===== config.mk =====
export PLATFORM = sky130hd
export DESIGN_NAME = uart_rx_oversample
export DESIGN_NICKNAME = d
export VERILOG_FILES = /design/src/rtl/uart_pkg.sv /design/src/rtl/sync2.sv /design/src/rtl/uart_rx_oversample.sv
export SDC_FILE = /design/constraint.sdc
export NUM_CORES = 1
export LEC_CHECK = 0
export BUFFER_PORTS_ARGS = -buffer_cell sky130_fd_sc_hd__buf_2
export CORE_MARGIN = 2
export CORE_UTILIZATION = 31
export DETAILED_ROUTE_END_ITERATION = 6
export GPL_ROUTABILITY_DRIVEN = 1
export HOLD_SLACK_MARGIN = 0.02
export RECOVER_POWER = 100
export SLEW_MARGIN = 20
export SYNTH_ARGS = -nofsm -noshare
export SYNTH_HDL_FRONTEND = slang
export SYNTH_SLANG_ARGS = --single-unit
export TNS_END_PERCENT = 1

===== constraint.sdc =====
create_clock -name clk -period 3.05 [get_ports clk]
set_clock_uncertainty 0.05 [all_clocks]
set_input_delay 0.1525 -clock clk [delete_from_list [all_inputs] [get_ports clk]]
set_output_delay 0.1525 -clock clk [all_outputs]
set_load 0.03 [all_outputs]

===== src/rtl/uart_pkg.sv =====
// Shared UART definitions, used by both the receiver and the transmitter.
//   CLKS_PER_BIT_DEFAULT : default clk cycles per serial bit
//   uart_rx_state_e      : receiver FSM state encoding
package uart_pkg;

  localparam int unsigned CLKS_PER_BIT_DEFAULT = 5208;

  typedef enum logic [2:0] {
    StIdle,
    StStart,
    StData,
    StStop,
    StWaitHigh
  } uart_rx_state_e;

endpackage


===== src/rtl/sync2.sv =====
// Two-flop synchronizer for a single asynchronous input.
//   clk : destination clock
//   rst : asynchronous active-high reset; both flops load ResetVal
//   d   : asynchronous input
//   q   : synchronized output (two clk cycles of latency)
module sync2 #(
  parameter logic ResetVal = 1'b1
) (
  input  logic clk,
  input  logic rst,
  input  logic d,
  output logic q
);

  logic meta_q;

  always_ff @(posedge clk or posedge rst) begin
    if (rst) begin
      meta_q <= ResetVal;
      q      <= ResetVal;
    end else begin
      meta_q <= d;
      q      <= meta_q;
    end
  end

endmodule


===== src/rtl/uart_rx_oversample.sv =====
// UART receiver with clock-count oversampling: finds the start-bit edge, samples
// mid-bit, shifts the payload in LSB first and checks the stop bit.
//   clk       : system clock
//   rst       : asynchronous active-high reset
//   rxd       : asynchronous serial line, idle high
//   rx_ack    : consumer acknowledge, clears rx_valid and overrun
//   rx_data   : last correctly framed byte
//   rx_valid  : rx_data holds an unacknowledged byte
//   overrun   : sticky, a byte completed while rx_valid was still set
//   frame_err : one-cycle pulse when the stop bit is sampled low
//   rx_busy   : FSM is not idle
module uart_rx_oversample
  import uart_pkg::*;
#(
  parameter int unsigned CLKS_PER_BIT = CLKS_PER_BIT_DEFAULT,
  parameter int unsigned DATA_BITS    = 8
) (
  input  logic                 clk,
  input  logic                 rst,
  input  logic                 rxd,
  input  logic                 rx_ack,
  output logic [DATA_BITS-1:0] rx_data,
  output logic                 rx_valid,
  output logic                 overrun,
  output logic                 frame_err,
  output logic                 rx_busy
);

  localparam int unsigned CntW = $clog2(CLKS_PER_BIT) + 1;
  localparam int unsigned BitW = $clog2(DATA_BITS + 1);

  localparam logic [CntW-1:0] HalfLast = CntW'(CLKS_PER_BIT / 2 - 1);
  localparam logic [CntW-1:0] FullLast = CntW'(CLKS_PER_BIT - 1);
  localparam logic [BitW-1:0] BitLast  = BitW'(DATA_BITS - 1);

  uart_rx_state_e       state_q;
  logic [CntW-1:0]      cnt_q;
  logic [BitW-1:0]      bit_cnt_q;
  logic [DATA_BITS-1:0] shift_q;
  logic                 rxd_s;

  sync2 #(
    .ResetVal(1'b1)
  ) u_sync2 (
    .clk(clk),
    .rst(rst),
    .d  (rxd),
    .q  (rxd_s)
  );

  assign rx_busy = (state_q != StIdle);

  always_ff @(posedge clk or posedge rst) begin
    if (rst) begin
      state_q   <= StIdle;
      cnt_q     <= '0;
      bit_cnt_q <= '0;
      shift_q   <= '0;
      rx_data   <= '0;
      rx_valid  <= 1'b0;
      overrun   <= 1'b0;
      frame_err <= 1'b0;
    end else begin
      frame_err <= 1'b0;

      // An ack only matters while a byte is pending; a good stop in the same
      // cycle overrides the rx_valid clear below.
      if (rx_ack && rx_valid) begin
        rx_valid <= 1'b0;
        overrun  <= 1'b0;
      end

      unique case (state_q)
        StIdle: begin
          cnt_q     <= '0;
          bit_cnt_q <= '0;
          if (!rxd_s) state_q <= StStart;
        end

        StStart: begin
          if (cnt_q == HalfLast) begin
            cnt_q   <= '0;
            // Line back high at mid-start: treat as a glitch.
            state_q <= rxd_s ? StIdle : StData;
          end else begin
            cnt_q <= cnt_q + 1'b1;
          end
        end

        StData: begin
          if (cnt_q == FullLast) begin
            cnt_q   <= '0;
            shift_q <= {rxd_s, shift_q[DATA_BITS-1:1]};
            if (bit_cnt_q == BitLast) begin
              state_q <= StStop;
            end else begin
              bit_cnt_q <= bit_cnt_q + 1'b1;
            end
          end else begin
            cnt_q <= cnt_q + 1'b1;
          end
        end

        StStop: begin
          if (cnt_q == FullLast) begin
            cnt_q <= '0;
            if (rxd_s) begin
              rx_data  <= shift_q;
              rx_valid <= 1'b1;
              if (rx_valid && !rx_ack) overrun <= 1'b1;
              // Re-arm mid-stop so a back-to-back start bit is not missed.
              state_q  <= StIdle;
            end else begin
              frame_err <= 1'b1;
              state_q   <= StWaitHigh;
            end
          end else begin
            cnt_q <= cnt_q + 1'b1;
          end
        end

        StWaitHigh: begin
          // A held-low break must not look like a new start bit.
          if (rxd_s) state_q <= StIdle;
        end

        default: state_q <= StIdle;
      endcase
    end
  end

endmodule


==> out/results.ini, run 1 <==
[logic_synthesis]
ys_types=41
synth_fa_ha_area_frac=0.0125
synth_warnings=0
ys_seq_area_frac=0.525
synth-compound-area-share=0.117
synth_edf_count=0
yosys.area_share.simple=0.200
synth_top_family_by_area=simple AND/OR/NAND/NOR gates
synth_area_sq_um=2010
synth_xor_area_frac=0
syn_avg_cell_area_sq_um=10.9
synth_top_cell_by_area=dfrtp_1
synth_top_cell_area_share=0.499
ys_ff_latch=42
synth_area_leaders=dfrtp_1 (50%), mux2_2 (9.5%), nand3_1 (3.2%), dfstp_2 (2.6%), nand2_1 (2.6%)
synthMuxAreaShare=0.110
netlist_instances=184
ys.flop_type=dfrtp_1
synth_nets=190
synthArstFlopShare=1.00

[clock_network]
cts_tree=built
hold_buffers=2
cts_made_buffers=5
htree_levels=2
clockBufferDepth=2
clk_latency_ps=300
postCtsSetupBuffers=0
cts.clk_slew.worst_paths_ps=90
root_buffer=clkbuf_8
cts.sink_count=42
ctsResizeCount=0

[power_and_ir_drop]
p_clk_frac=0.396
leakagePower_uw=0.000976
power.total_uw=953
pwr-share-comb=0.017
switching_share=0.236
power.switching_uw=225
cellPowerDensity_nw_per_um2=429
p_seq_frac=0.588
intPower_uw=728
peakVddDrop_uv=256

[grt]
grt_util_all_layers=0.104
grt_pass1_vias=1210
grt_max_degree=30
grt_pass1_wl_mm=5.92
overflow=0
antenna_found_initial=0

[layout]
layout_commonest_cell=dfrtp_1
n_fill_cell=663
final_nets=208
fin_util=0.352
post-route-cell-area_sq_um=2220
diodes=0
drive_gt1_frac=0.172
layout_common_cells=dfrtp_1 (40), mux2_2 (17)
area_growth_pct=10.8

[critical_path]
cp.required_ps=3200
arrival_ps=2710
ff2ff_setup_slack_ps=490
r2r_cells=5
r2r_end=cnt_q[5]
cp-start-kind=flop
r2r_start=cnt_q[3]
path_class=reg2reg
crit_fanout=29
cp-end-kind=flop

[sta]
hold_ws_ps=-12.7
worst_pin_slew_ps=1030
max_freq_mhz=390
setup_violations=0
min_period_ps=2560
final_max_slew_viol_count=0
rsz0062_at_grt=false
hold_viol=22
slew_headroom=0.317
finalCritPeriodShare=0.841
tns_ps=0

[die]
rows=29
dieArea_sq_um=7130
num_io_pins=16
die_w_um=84.5
start_util=0.318
die_h_um=84.5
core_sq_um=6310

[drt]
vias=1411
drt_iter0_markers=58
wl_per_cell_um=12.8
wl_mm=3.58
drtAntennaViolNets=0
drt-pass1-iter-count=4
drc=0
viasPerCell=5.04

[outcome]
status=complete, but fails checks
violations=negative hold slack

[place]
place_congestion=0.786
io_buffers=15
place_hpwl_mm=2.47
post_dp_cell_area_sq_um=2140

[min_path]
hp-class=in2async

[job]
cap_viol_max_count=0

==> how the worst max path moves through the flow <==
stage | start | end | slack, ps | depth (start not counted)
2_1_floorplan | cnt_q[3] | cnt_q[5] | 840 | 6
3_3_place_gp | cnt_q[3] | cnt_q[5] | 510 | 5
3_5_place_dp | cnt_q[3] | cnt_q[5] | 490 | 5
4_1_cts | cnt_q[3] | cnt_q[5] | 470 | 5
5_1_grt | cnt_q[0] | cnt_q[13] | 350 | 6
6_report | cnt_q[3] | cnt_q[5] | 490 | 5
==> critical path, cell delays in order (launching register included) <==
cell	delay (ps)
dfrtp_1	450
or4b_1	610
nor4_4	420
o22ai_2	420
a21o_1	270
a22o_1	220
==> state kept, by name, indices dropped and copies added (netlist names), named ones only <==
signal	flops
u_sync2.q	1
rx_valid	1
bit_cnt_q	4
frame_err	1
state_q	3
cnt_q	14
shift_q	8
rx_data	8
u_sync2.meta_q	1
==> metrics by stage <==
step | worst slack, ps | cells
floorplan | 841 | 184
global placement | 507 | 270
detailed placement | 492 | 270
CTS | 470 | 280
global route | 348 | 280
finish | 486 | 280
==> per-layer routing <==
layer / vias up / global-route usage / wire, um / share of wire
li1: 704 / - / - / -
met1: 677 / 0.144 / 1790 / 0.50
met2: 24 / 0.149 / 1540 / 0.43
met3: 6 / 0.0344 / 176 / 0.049
met4: 0 / 0.0433 / 61 / 0.017
met5: - / 0 / 0 / 0
==> cells in the mapped netlist (2+ instances only) <==
library cell / instances
nand2_1: 14
mux2_2: 17
or3_1: 4
buf_6: 3
and3_1: 2
a22o_1: 6
ha_1: 2
nor2_1: 14
o21ai_0: 10
nand3_1: 13
nand4_1: 5
a31oi_1: 2
clkbuf_1: 5
a21o_1: 4
inv_1: 4
nor3_1: 4
nand3b_1: 4
a21oi_1: 6
dfstp_2: 2
mux2i_1: 3
dfrtp_1: 40
==> layout make-up <==
cell class	instances	area, sq um	area share
flip-flops and latches	42	1050	0.474
multi-input cells	129	870	0.391
well taps	77	96.3	0.0433
repair buffers	20	95.1	0.0428
clock buffers	5	68.8	0.0310
clock inverters	3	25.0	0.0113
inverters	4	15.0	0.00675
==> kinds of logic after synthesis <==
family	count (synthesis)
adders and majority gates	2
AOI/OAI and AO/OA	35
DFF	42
buffers and inverters	13
muxes	20
and+or+nand+nor	72
==> power groups by stage <==
| stage | sequential [uW] | combinational [uW] | clock [uW] |
|---|---|---|---|
| final | 560 | 16.0 | 377 |
| after global routing | 560 | 19.2 | 410 |
| after CTS | 560 | 18.5 | 390 |
| after detailed placement | 571 | 16.5 | 0 |
| after global placement | 571 | 16.3 | 0 |
| after floorplan | 571 | 8.81 | 0 |
(Power assumes the default switching activity.)
==> inputs of run 2 (changes only) <==
==> constraint.sdc (replaced) <==
create_clock -name clk -period 2.1 [get_ports clk]
set_clock_uncertainty 0.05 [all_clocks]
set_input_delay 0.105 -clock clk [delete_from_list [all_inputs] [get_ports clk]]
set_output_delay 0.105 -clock clk [all_outputs]
set_load 0.03 [all_outputs]
==> out/results.ini, run 2 (same netlist as run 1, synthesis figures left out) <==
[sta]
min_period_ps=2060
max_freq_mhz=486
hold_viol=0
setup_violations=0
final_max_slew_viol_count=0
finalCritPeriodShare=0.979
slew_headroom=0.321
rsz0062_at_grt=true
worst_pin_slew_ps=1020

[layout]
largest_reg_flops=14
layout_common_cells=dfrtp_1 (40), buf_4 (28), mux2_2 (17)
area_growth_pct=23.3
fin_util=0.392
n_fill_cell=639
stdcell_count=309
multi_input_area_sq_um=903
layout_commonest_cell=dfrtp_1
top_regs=cnt_q: 14 flops, rx_data: 8 flops, shift_q: 8 flops
drive_gt1_frac=0.302
final_nets=237
largest-register=cnt_q
seq_area_sq_um=1050
diodes=0

[place]
dp.cells=297
io_buffers=15
place_congestion=0.793
place_hpwl_mm=2.80

[grt]
grt_pass1_wl_mm=6.98
overflow=0
antenna_found_initial=0
grt_pass1_vias=1508
grt_max_degree=43
grt_util_all_layers=0.122

[clock_network]
cts.sink_count=42
cts_tree=built
clk_latency_ps=300
root_buffer=clkbuf_8
clockBufferDepth=2
cts_made_buffers=5
cts.clk_slew.worst_paths_ps=80
htree_levels=2

[critical_path]
cp_slowest_cell=or4_1
crit_buf_inv=2
cp-start-kind=flop
r2r_start=cnt_q[4]
max_stage_delay_ps=560
path_class=reg2reg
crit_family=simple AND/OR/NAND/NOR gates
crit_start=cnt_q[4]
cp.required_ps=2240
arrival_ps=2190
crit_top_cell=buf_4
crit_fanout=8
path_cells=or4_1 > nor4_2 > o22ai_2 > buf_4 > buf_4 > a21oi_1 > mux2i_1
ff2ff_setup_slack_ps=40
cp-end-kind=flop

[drt]
wl_per_cell_um=13.0
drt-pass1-iter-count=4
viasPerCell=5.03
wl_mm=4.01
drc=0
drt_iter0_markers=65
vias=1555
drtAntennaViolNets=0

[min_path]
min_from=u_sync2.meta_q
hp-class=reg2reg

[die]
rows=29
start_util=0.318
core_sq_um=6310
dieArea_sq_um=7130
num_io_pins=16
die_h_um=84.5
die_w_um=84.5

[job]
cap_viol_max_count=0

[power_and_ir_drop]
power.total_uw=1380
p_clk_frac=0.392
p_seq_frac=0.590
pwr-share-comb=0.017
peakVddDrop_uv=401
leakagePower_uw=0.00112
intPower_uw=1060
switching_share=0.233
cellPowerDensity_nw_per_um2=557
power.switching_uw=322

[outcome]
status=complete, no violations

-- run 2: changes by cell type in the layout (fill, tap and decap cells not counted), sizes merged --
cell         change
clkinvlp         +1
clkinv           -1
dlygate4sd3      +1
clkbuf           +1
buf             +27
-- run 2: final cells by class --
type | instances | share of cell area
clock buffer | 5 | 0.0278
clock inverter | 3 | 0.00961
inverter | 4 | 0.00607
multi-input combinational | 129 | 0.365
sequential | 42 | 0.426
tap | 77 | 0.0389
timing repair buffer | 49 | 0.127
-- run 2: power groups by stage --
| stage | clock (uW) | sequential [uW] | combinational, uW |
|---|---|---|---|
| floorplan | 0 | 829 | 12.8 |
| global placement | 0 | 829 | 22.2 |
| detailed placement | 0 | 829 | 22.7 |
| CTS | 562 | 813 | 26.9 |
| global route | 602 | 814 | 29.2 |
| finish | 541 | 813 | 24.0 |
-- run 2: path summary, 6_finish.rpt --
path	cells after the start	to
worst min register to register	0	u_sync2.q
worst max register to register	7	cnt_q[12]
max in group asynchronous	4	cnt_q[7]
worst max-delay path	7	cnt_q[12]
min in group asynchronous	4	bit_cnt_q[2]
worst min-delay path	0	u_sync2.q
-- run 2: per-layer routing --
layer | global-route usage | wire length [um]
met1 | 0.163 | 1910
met2 | 0.193 | 1910
met3 | 0.0305 | 148
met4 | 0.0433 | 41
met5 | 0 | 0
-- run 2: per-stage QoR --
| stage | hold WS (ps) | instance area (sq um) | setup TNS [ps] | setup slack [ps] |
|---|---|---|---|---|
| 2_1_floorplan | 59.5 | 2010 | 0 | 4.38 |
| 3_3_place_gp | 162 | 2350 | 0 | 31.6 |
| 3_5_place_dp | 165 | 2350 | -423 | -78.0 |
| 4_1_cts | 310 | 2490 | 0 | 32.8 |
| 5_1_grt | 319 | 2470 | -668 | -116 |
| 6_report | 308 | 2470 | 0 | 43.9 |
-- run 2: worst reg2reg max path: stages, from the launching register on --
cell and delay, ps:
dfrtp_1 380, or4_1 560, nor4_2 210, o22ai_2 210, buf_4 190, buf_4 150
a21oi_1 130, mux2i_1 80
-- run 2: timing repair --
item	CTS	global route
setup buffers	1	0
gates cloned	0	0
resized for setup	1	3
pin swaps	2	2
hold buffers	3	0
endpoints found under the setup margin	10	21
endpoints found under the hold margin	43	0
==> inputs of run 3 (changes only) <==
--- a/config.mk
+++ b/config.mk
@@ -6,11 +6,14 @@
 export NUM_CORES = 1
 export LEC_CHECK = 0
 export BUFFER_PORTS_ARGS = -buffer_cell sky130_fd_sc_hd__buf_2
+export CELL_PAD_IN_SITES_DETAIL_PLACEMENT = 0
+export CELL_PAD_IN_SITES_GLOBAL_PLACEMENT = 1
 export CORE_MARGIN = 2
 export CORE_UTILIZATION = 31
 export DETAILED_ROUTE_END_ITERATION = 6
 export GPL_ROUTABILITY_DRIVEN = 1
 export HOLD_SLACK_MARGIN = 0.02
+export PLACE_DENSITY_LB_ADDON = 0.1
 export RECOVER_POWER = 100
 export SLEW_MARGIN = 20
 export SYNTH_ARGS = -nofsm -noshare
==> out/results.ini, run 3 (same netlist as run 1, synthesis figures left out) <==
[outcome]
status=complete, but fails checks
violations=negative setup slack

[clock_network]
cts_tree=built
clockBufferDepth=2
cts_made_buffers=5
clk_latency_ps=290
htree_levels=2
cts.sink_count=42
cts.clk_slew.worst_paths_ps=90
root_buffer=clkbuf_8

[die]
num_io_pins=16
rows=29
core_sq_um=6310
start_util=0.318
die_w_um=84.5
die_h_um=84.5
dieArea_sq_um=7130

[layout]
n_fill_cell=632
area_growth_pct=28.5
layout_commonest_cell=dfrtp_1
final_nets=241
post-route-cell-area_sq_um=2580
largest-register=cnt_q
seq_area_sq_um=1050
drive_gt1_frac=0.314
diodes=0
largest_reg_flops=14
stdcell_count=313
layout_common_cells=dfrtp_1 (40), buf_4 (29), mux2_2 (17)
top_regs=cnt_q: 14 flops, rx_data: 8 flops, shift_q: 8 flops
multi_input_area_sq_um=921

[critical_path]
cp.required_ps=2230
cp-start-kind=flop
crit_fanout=6
path_class=reg2reg
arrival_ps=2260
cp-end-kind=flop

[power_and_ir_drop]
intPower_uw=1290
p_seq_frac=0.506
peakVddDrop_uv=355
cellPowerDensity_nw_per_um2=623
pwr-share-comb=0.015
switching_share=0.194
p_clk_frac=0.479
leakagePower_uw=0.00117
power.switching_uw=312

[grt]
antenna_found_initial=0
grt_pass1_vias=1598
overflow=0
grt_util_all_layers=0.132
grt_max_degree=39
grt_pass1_wl_mm=7.71

[drt]
wl_per_cell_um=14.2
drc=0
vias=1566
drt-pass1-iter-count=6
viasPerCell=5.00
drt_iter0_markers=81
drtAntennaViolNets=0
wl_mm=4.44

[sta]
hold_viol=0
max_freq_mhz=471
final_max_slew_viol_count=0
worst_pin_slew_ps=946
min_period_ps=2120
setup_violations=7
rsz0062_at_grt=true
fin_ws_ps=-23.6
slew_headroom=0.369
finalCritPeriodShare=1.01
hold_ws_ps=183

[place]
place_congestion=0.780
place_hpwl_mm=3.14
io_buffers=15
post_dp_cell_area_sq_um=2370
dp.cells=299

[job]
cap_viol_max_count=0

[min_path]
hp-class=in2async

==> run 3: changes by cell type in the layout (fill, tap and decap cells not counted), moves of 2 or more <==
cell | previous run | this run
buf_6 | 0 | 3
o21ai_1 | 1 | 3
clkinvlp_4 | 2 | 0
bufinv_16 | 0 | 2
==> run 3: final cells by class <==
type | count | share of cell area
clock buffer | 5 | 0.0267
sequential | 42 | 0.409
multi-input combinational | 129 | 0.357
clock inverter | 3 | 0.0267
tap | 77 | 0.0374
inverter | 4 | 0.00582
timing repair buffer | 53 | 0.138
==> run 3: power by group through the flow <==
stage	Sequential (uW)	Combinational [uW]	Clock (uW)
after detailed placement	829	22.8	0
after global routing	814	29.7	828
after global placement	829	22.1	0
final	813	24.3	769
after CTS	813	27.4	792
after floorplan	829	12.8	0
==> run 3: final timing paths <==
path | from | to | slack, ps | cells past startpoint
worst max-delay path | cnt_q[11] | cnt_q[3] | -20 | 7
worst min-delay path | rst | bit_cnt_q[0] | 180 | 3
worst max register to register | cnt_q[11] | cnt_q[3] | -20 | 7
worst min register to register | u_sync2.meta_q | u_sync2.q | 310 | 0
max in group asynchronous | rst | state_q[0] | 680 | 4
min in group clk | u_sync2.meta_q | u_sync2.q | 310 | 0
==> run 3: repair_timing <==
| action | 4_1_cts | 5_1_grt |
|---|---|---|
| setup endpoints to repair | 8 | 10 |
| endpoints found under the hold margin | 7 | 0 |
| hold buffers | 3 | 0 |
| buffers inserted | 0 | 3 |
| pin swaps | 0 | 10 |
| gates resized for setup | 4 | 7 |
==> run 3: metal layers <==
metal	up-vias	GRT usage	part of all wire
met5	-	0	0
met4	0	0.0346	0.011
met3	6	0.0315	0.034
met2	18	0.222	0.48
met1	770	0.174	0.48
li1	772	-	-
==> run 3: stage by stage <==
step	TNS, ps	total power, uW	setup WS (ps)	util
final	-79.1	1610	-23.6	0.408
after global routing	-768	1670	-85.0	0.408
after CTS	-54.7	1630	-24.2	0.406
after detailed placement	-397	852	-117	0.375
after global placement	0	852	10.7	0.375
after floorplan	0	841	4.38	-
==> run 3: critical path, cell delays in order (launching register included) <==
cell and delay (ps):
dfrtp_1 400, or4b_4 560, nor4_4 240, buf_4 160, o22ai_4 110, buf_6 160, buf_6 120, a22o_1 200
